`src/rtl/dec_display_arbiter.sv`:
```
// dec_display_arbiter
//   Round-robin arbiter that time-shares one 4-bit value path into the
//   two-digit 7-segment decoder among four requesters. A winner gets a
//   one-cycle ack, its value is latched onto bin_o, and it is held for
//   DWELL_CYCLES cycles before the next arbitration.
//
// Ports
//   clk_i    system clock, rising edge
//   rst_i    synchronous active-high reset
//   req_i    [3:0]  per-requester request, held until its ack
//   val_i    [15:0] requester i owns val_i[4i+3:4i]
//   ack_o    [3:0]  one-cycle grant pulse (one-hot or zero)
//   bin_o    [3:0]  registered decoder input
//   owner_o  [1:0]  requester whose value is on bin_o
//   busy_o          high in GRANT and SHOW
//   blank_o         high until the first value has been latched
module dec_display_arbiter #(
  parameter int DWELL_CYCLES = 50_000_000,
  parameter int CNT_W        = 26
) (
  input  logic        clk_i,
  input  logic        rst_i,
  input  logic [3:0]  req_i,
  input  logic [15:0] val_i,
  output logic [3:0]  ack_o,
  output logic [3:0]  bin_o,
  output logic [1:0]  owner_o,
  output logic        busy_o,
  output logic        blank_o
);

  typedef enum logic [1:0] {IDLE, GRANT, SHOW} state_t;

  state_t           state_q, state_d;
  logic [1:0]       winner_q, winner_d;
  logic [1:0]       rr_ptr_q, rr_ptr_d;
  logic [CNT_W-1:0] cnt_q, cnt_d;
  logic [3:0]       bin_q, bin_d;
  logic [1:0]       owner_q, owner_d;
  logic             blank_q, blank_d;

  // Round-robin search starting at rr_ptr_q. Scanning from the far end
  // down lets the nearest active requester overwrite earlier candidates.
  logic       arb_hit;
  logic [1:0] arb_idx;
  logic [1:0] cand;

  always_comb begin
    arb_hit = 1'b0;
    arb_idx = rr_ptr_q;
    cand    = rr_ptr_q;
    for (int k = 3; k >= 0; k--) begin
      cand = rr_ptr_q + 2'(k);
      if (req_i[cand]) begin
        arb_hit = 1'b1;
        arb_idx = cand;
      end
    end
  end

  always_comb begin
    state_d  = state_q;
    winner_d = winner_q;
    rr_ptr_d = rr_ptr_q;
    cnt_d    = cnt_q;
    bin_d    = bin_q;
    owner_d  = owner_q;
    blank_d  = blank_q;
    unique case (state_q)
      IDLE: begin
        if (arb_hit) begin
          state_d  = GRANT;
          winner_d = arb_idx;
          rr_ptr_d = arb_idx + 2'd1;
        end
      end
      GRANT: begin
        // val is sampled at the end of the ack cycle
        state_d = SHOW;
        bin_d   = val_i[4*winner_q +: 4];
        owner_d = winner_q;
        cnt_d   = CNT_W'(DWELL_CYCLES - 1);
        blank_d = 1'b0;
      end
      SHOW: begin
        if (cnt_q == '0) begin
          if (arb_hit) begin
            state_d  = GRANT;
            winner_d = arb_idx;
            rr_ptr_d = arb_idx + 2'd1;
          end else begin
            state_d = IDLE;
          end
        end else begin
          cnt_d = cnt_q - CNT_W'(1);
        end
      end
      default: state_d = IDLE;
    endcase
  end

  always_ff @(posedge clk_i) begin
    if (rst_i) begin
      state_q  <= IDLE;
      winner_q <= '0;
      rr_ptr_q <= '0;
      cnt_q    <= '0;
      bin_q    <= '0;
      owner_q  <= '0;
      blank_q  <= 1'b1;
    end else begin
      state_q  <= state_d;
      winner_q <= winner_d;
      rr_ptr_q <= rr_ptr_d;
      cnt_q    <= cnt_d;
      bin_q    <= bin_d;
      owner_q  <= owner_d;
      blank_q  <= blank_d;
    end
  end

  // Moore outputs only: nothing combinational from req_i reaches them.
  assign ack_o   = (state_q == GRANT) ? (4'b0001 << winner_q) : 4'b0000;
  assign busy_o  = (state_q != IDLE);
  assign bin_o   = bin_q;
  assign owner_o = owner_q;
  assign blank_o = blank_q;

endmodule

```
`config.mk`:
```
export PLATFORM = sky130hd
export DESIGN_NAME = dec_display_arbiter
export DESIGN_NICKNAME = d
export VERILOG_FILES = /design/src/rtl/dec_display_arbiter.sv
export SDC_FILE = /design/constraint.sdc
export NUM_CORES = 1
export LEC_CHECK = 0
export ABC_AREA = 0
export CAP_MARGIN = 20
export CORE_MARGIN = 1.5
export CORE_UTILIZATION = 50
export CTS_BUF_LIST = sky130_fd_sc_hd__clkbuf_4
export DETAILED_ROUTE_END_ITERATION = 16
export DONT_BUFFER_PORTS = 1
export GPL_TIMING_DRIVEN = 0
export REMOVE_ABC_BUFFERS = 1
export SETUP_SLACK_MARGIN = 0.02
export SLEW_MARGIN = 10
export SYNTH_ARGS = -nofsm -noshare
export SYNTH_HDL_FRONTEND = slang
export SYNTH_SLANG_ARGS = --single-unit
```
`constraint.sdc`:
```
create_clock -name clk_i -period 7.5 [get_ports clk_i]
set_clock_uncertainty 0.15 [all_clocks]
set_input_delay 1.125 -clock clk_i [delete_from_list [all_inputs] [get_ports clk_i]]
set_output_delay 1.125 -clock clk_i [all_outputs]
set_load 0.02 [all_outputs]
```
; ---- Word level (Yosys, flattened, before mapping)
; Cells that the tools add are included.
[word_totals]
ff_bits = 39
[op_classes]
n_mux = 29
n_lt_le_gt_ge = 4
n_shift = 2
n_eq_ne = 5
n_reduce_logical = 8
n_addsub = 5
[op_table]
columns = cell, count
row1 = $pmux 26 s2, 1
row2 = $logic_not 26->1, 1
row3 = $mux 26, 1
row4 = $sub 26x1->26 const B, 1
row5 = $mux 2, 10
row6 = $shiftx 16x5->4, 1
row7 = $lt 2x3->1 const B, 4
row8 = $mux 1, 9
row9 = $bmux 1 s2, 4
row10 = $pmux 2 s2, 2
row11 = $ne 2x2->1 const B, 3
row12 = $pmux 2 s3, 1
row13 = $reduce_and 2->1, 3
row14 = $reduce_bool 2->1, 3
row15 = $add 2x1->2 const B, 2
row16 = $add 2x2->2 const B, 2
row17 = $mux 4, 1
row18 = $shl 1x2->4 const A, 1
row19 = $eq 2x1->1 const B, 1
row20 = $eq 2x2->1 const B, 1
row21 = $logic_not 2->1, 1

; ---- Logic depth before layout (Yosys ltp)
; Gate-level depths: netlist (run 1).
[logic_depth]
ltp_word = 11
mapped_depth = 9
depth_no_buf = 7

; ---- Worst setup path before layout (run 1)
; Ideal clock, no wire load.
[synth_path]
path_type = register to output
from = register state_q[0]
to = output port ack_o[1]
arrival_time_ns = 1.509
n_path_buf = 2
setup_slack_ns = 4.716
path_stages_with_launch = 5
path_cell_list = dfxtp_1 > clkbuf_1 > nand2_1 > clkbuf_1 > nor3b_1
[synth_between]
elab_chain_cells = 2
[synth_rtl]
columns = element, line
row1 = start: declaration, 34  ; state_t state_q, state_d;
row2 = start signal: assignment, 112  ; state_q <= state_d;
row3 = $eq 2x1->1, 123  ; assign ack_o = (state_q == GRANT) ? (4'b0001 << winner_q) : 4'b0000;
row4 = $mux 4, 123
row5 = end: declaration, 25  ; output logic [3:0] ack_o,
; Every way passes these cells.

; ---- Worst setup path after layout (run 1)
; Same ends and word-level chain as after synthesis.

==> results of run 1 <==
sequential cells by signal, summed over array words and instances (netlist names):
name	flops
rr_ptr_q	2
winner_q	2
cnt_q	26
bin_o	4
state_q	2
blank_o	1
owner_o	2
how the worst max path moves through the flow:
stage	from	end	depth (start not counted)
after detailed placement	state_q[0]	ack_o[1]	2
after global routing	state_q[0]	ack_o[1]	2
after CTS	state_q[0]	ack_o[1]	2
final	state_q[0]	ack_o[1]	2
after floorplan	state_q[0]	ack_o[1]	2
after global placement	state_q[0]	ack_o[1]	2
per-stage QoR:
stage	power (mW)	utilization, %	worst slack, ns	hold WS (ns)	instance area (um2)
2_1_floorplan	0.412	-	4.73	0.296	2080
3_3_place_gp	0.447	52.8	4.23	0.313	2140
3_5_place_dp	0.453	52.8	4.25	0.323	2140
4_1_cts	0.558	54.1	3.84	0.340	2190
5_1_grt	0.594	54.1	3.64	0.367	2190
6_report	0.553	54.1	3.90	0.352	2190
kinds of logic after synthesis:
logic type               count (synthesis)
AND/OR/NAND/NOR                         89
AO/OA/AOI/OAI                           77
flip-flops                              39
buffers and inverters                   23
XOR/XNOR                                12
multiplexers                             4
adder cells (fa/ha/maj)                  1
cell usage in the layout (no fill, tap or decap), types with 2 or more instances in the layout:
| cell | count |
|---|---|
| and3_1 | 2 |
| nand3_1 | 2 |
| xor2_1 | 2 |
| inv_1 | 10 |
| o31ai_1 | 3 |
| o21ai_0 | 4 |
| o31ai_4 | 2 |
| dfxtp_1 | 39 |
| or4_1 | 6 |
| a2111oi_2 | 3 |
| mux4_2 | 4 |
| a211oi_1 | 5 |
| o41ai_1 | 4 |
| and2_1 | 4 |
| a31oi_1 | 8 |
| a311oi_1 | 5 |
| clkbuf_4 | 6 |
| or2_2 | 2 |
| o211ai_1 | 2 |
| nor2_1 | 13 |
| nand4_1 | 5 |
| nand2b_1 | 2 |
| a2111oi_0 | 2 |
| nand3b_1 | 2 |
| a21oi_1 | 24 |
| o22ai_1 | 4 |
| nand4b_1 | 3 |
| nor3b_1 | 2 |
| or3_1 | 4 |
| nor4_1 | 2 |
| o21ai_1 | 4 |
| xnor2_1 | 10 |
| nand2_1 | 23 |
| clkinv_1 | 2 |
| nor3_1 | 10 |
| nor2b_1 | 2 |
cell type report:
| type | count | area share, % |
|---|---|---|
| clock buffers | 6 | 2.05 |
| flip-flops and latches | 39 | 35.6 |
| inverters | 10 | 1.71 |
| clock inverters | 2 | 0.342 |
| well taps | 50 | 2.85 |
| multi-input cells | 183 | 57.4 |
routing by layer:
| layer | vias to the layer above | wire length [um] | track usage (%) |
|---|---|---|---|
| li1 | 927 | - | - |
| met1 | 878 | 2210 | 27.1 |
| met2 | 45 | 2300 | 38.2 |
| met3 | 0 | 228 | 6.25 |
| met4 | 0 | 0 | 7.00 |
| met5 | - | 0 | 0 |
worst max-delay path, cell delays in order (launching register included):
cell and delay (ns):
dfxtp_1 0.58, nand2_1 0.63, nor3b_1 0.77
power by group through the flow:
stage | clock network, mW | logic (mW) | registers, mW
final | 0.103 | 0.179 | 0.271
after global routing | 0.118 | 0.199 | 0.276
after CTS | 0.109 | 0.179 | 0.270
after detailed placement | 0 | 0.178 | 0.275
after global placement | 0 | 0.174 | 0.274
after floorplan | 0 | 0.146 | 0.267
==> impl_metrics.yaml, run 1 <==
final_layout:
  num_antenna_cells: 0
  area.sequential_um2: 781
  fillCellCount: 391
  layoutNonFillerInstCount: 290
  multiInputGateArea_um2: 1260
  layout.nets: 262
  layout-drive-gt1-share_pct: 8.75
  syn_to_final_growth_pct: 2.39
placed_design:
  portBuffers: 0
  dp_cells: 282
  place_hpwl_mm: 3.38
  gp_congestion: 0.887
timing:
  min_period_over_period_pct: 47.9
  fmax_mhz: 278
  worstMarginPinSlew_ns: 0.866
  fin_setup_tns_ns: 0
  grt_setup_unrepaired: "false"
  fin_crit_ns: 3.60
  setup_viol: 0
  slew_viol_final: 0
  slew_headroom_pct: 42.1
  hold_violations: 0
yosys:
  ys_ff_latch: 39
  syn-cell-area_um2: 2140
  synth-main-ff-cell: "dfxtp_1"
  synth_top_family_by_area: "compound AO/OA/AOI/OAI gates"
  yosys.area_share.adder_pct: 0.584
  synth_common_cells: "39 x dfxtp_1, 24 x a21oi_1, 23 x nand2_1"
  yosys.area_share.simple_pct: 23.1
  synthMuxAreaShare_pct: 4.21
  yosysWarnings: 0
  synth_edf_count: 0
  synth-xor-area-share_pct: 4.91
  synthTopCellsByArea: "dfxtp_1 36%, a21oi_1 5.6%, mux4_2 4.2%"
  yosysMostFrequentCell: "dfxtp_1"
  postSynthCellCount: 245
  synth_seq_area_share_pct: 36.4
  postSynthAreaPerCell_um2: 8.74
  synth_compound_area_share_pct: 26.0
  synthDominantAreaCellType: "dfxtp_1"
  synthArstFlopShare_pct: 0
  yosysTopAreaCellShare_pct: 36.4
  ys_types: 50
route:
  via_per_inst: 6.38
  drtAntennaViolNets: 0
  routedWlPerCell_um: 16.3
  drt_iter0_drc: 105
  drc_errors: 0
  via_count: 1850
  postRouteWirelength_mm: 4.74
  drtPass1Iterations: 5
clock_tree:
  htree_levels: 2
  cts_max_path_buffers: 2
  cts_root_buf: "clkbuf_4"
  clkTransAtPathRegs_ns: 0.11
  cts_resized: 0
  clock_latency_ns: 0.33
  cts_setup_buffers: 0
  cts_hold_buf: 0
  cts_tree: "done"
  cts.sinks: 39
  cts_buffers: 5
grt:
  track_usage_pct: 22.4
  grt_pass1_vias: 1767
  antenna_found_initial: 0
  grt_pass1_wl_mm: 7.89
  gr-total-overflow: 0
  grt_max_degree: 30
power:
  p_int_mw: 0.337
  power_frac_seq_pct: 49.0
  p_comb_share_pct: 32.4
  clkPwrFrac_pct: 18.7
  power_leakage_nw: 0.706
  p_per_area_nw_per_um2: 252
  p_sw_mw: 0.216
  switching_share_pct: 39.0
  ir_drop_mv: 0.119
setup_path:
  required_ns: 6.22
  crit_type: "reg2out"
  cp-end-kind: "primary output"
  cp-start-kind: "flip-flop"
  rr_endpoint: "cnt_q[3]"
  crit_fanout: 26
  arrival_ns: 2.32
  r2r.worst_path.cells: 7
  ff2ff_setup_slack_ns: 4.49
  rr_startpoint: "cnt_q[0]"
worst_hold_path:
  worstHoldStart: "cnt_q[24]"
  hold_path_depth: 2
  hold_path_end: "cnt_q[24]"
  worstHoldPathType: "reg2reg"
die:
  fp.dieW_um: 68.5
  placementRows: 23
  start_util_pct: 52.8
  die_area_um2: 4690
  pin_count: 34
  core-area_um2: 4060
  die_h_um: 68.5
status:
  outcome: "finished, final reports clean"
flow_run:
  cap_violations: 0
Note: power is estimated with default switching activity, not from simulation.
==> run 2: changes to the inputs <==
Clock period 7.5 ns to 3.65 ns, I/O delays scaled along.
==> results of run 2 <==
The final DEF is identical to that of run 1. Status: finished, final reports clean.
Main changes from that run: setup slack after placement 4.25 ns -> 0.676 ns; setup slack after layout 3.90 ns -> 0.632 ns; hold slack 0.352 ns -> 0.110 ns; register-to-register setup slack 4.49 ns -> 0.64 ns; end point of the worst hold path cnt_q[24] -> cnt_q[20]; total power 0.553 mW -> 1.14 mW; worst IR drop on VDD 0.119 mV -> 0.244 mV
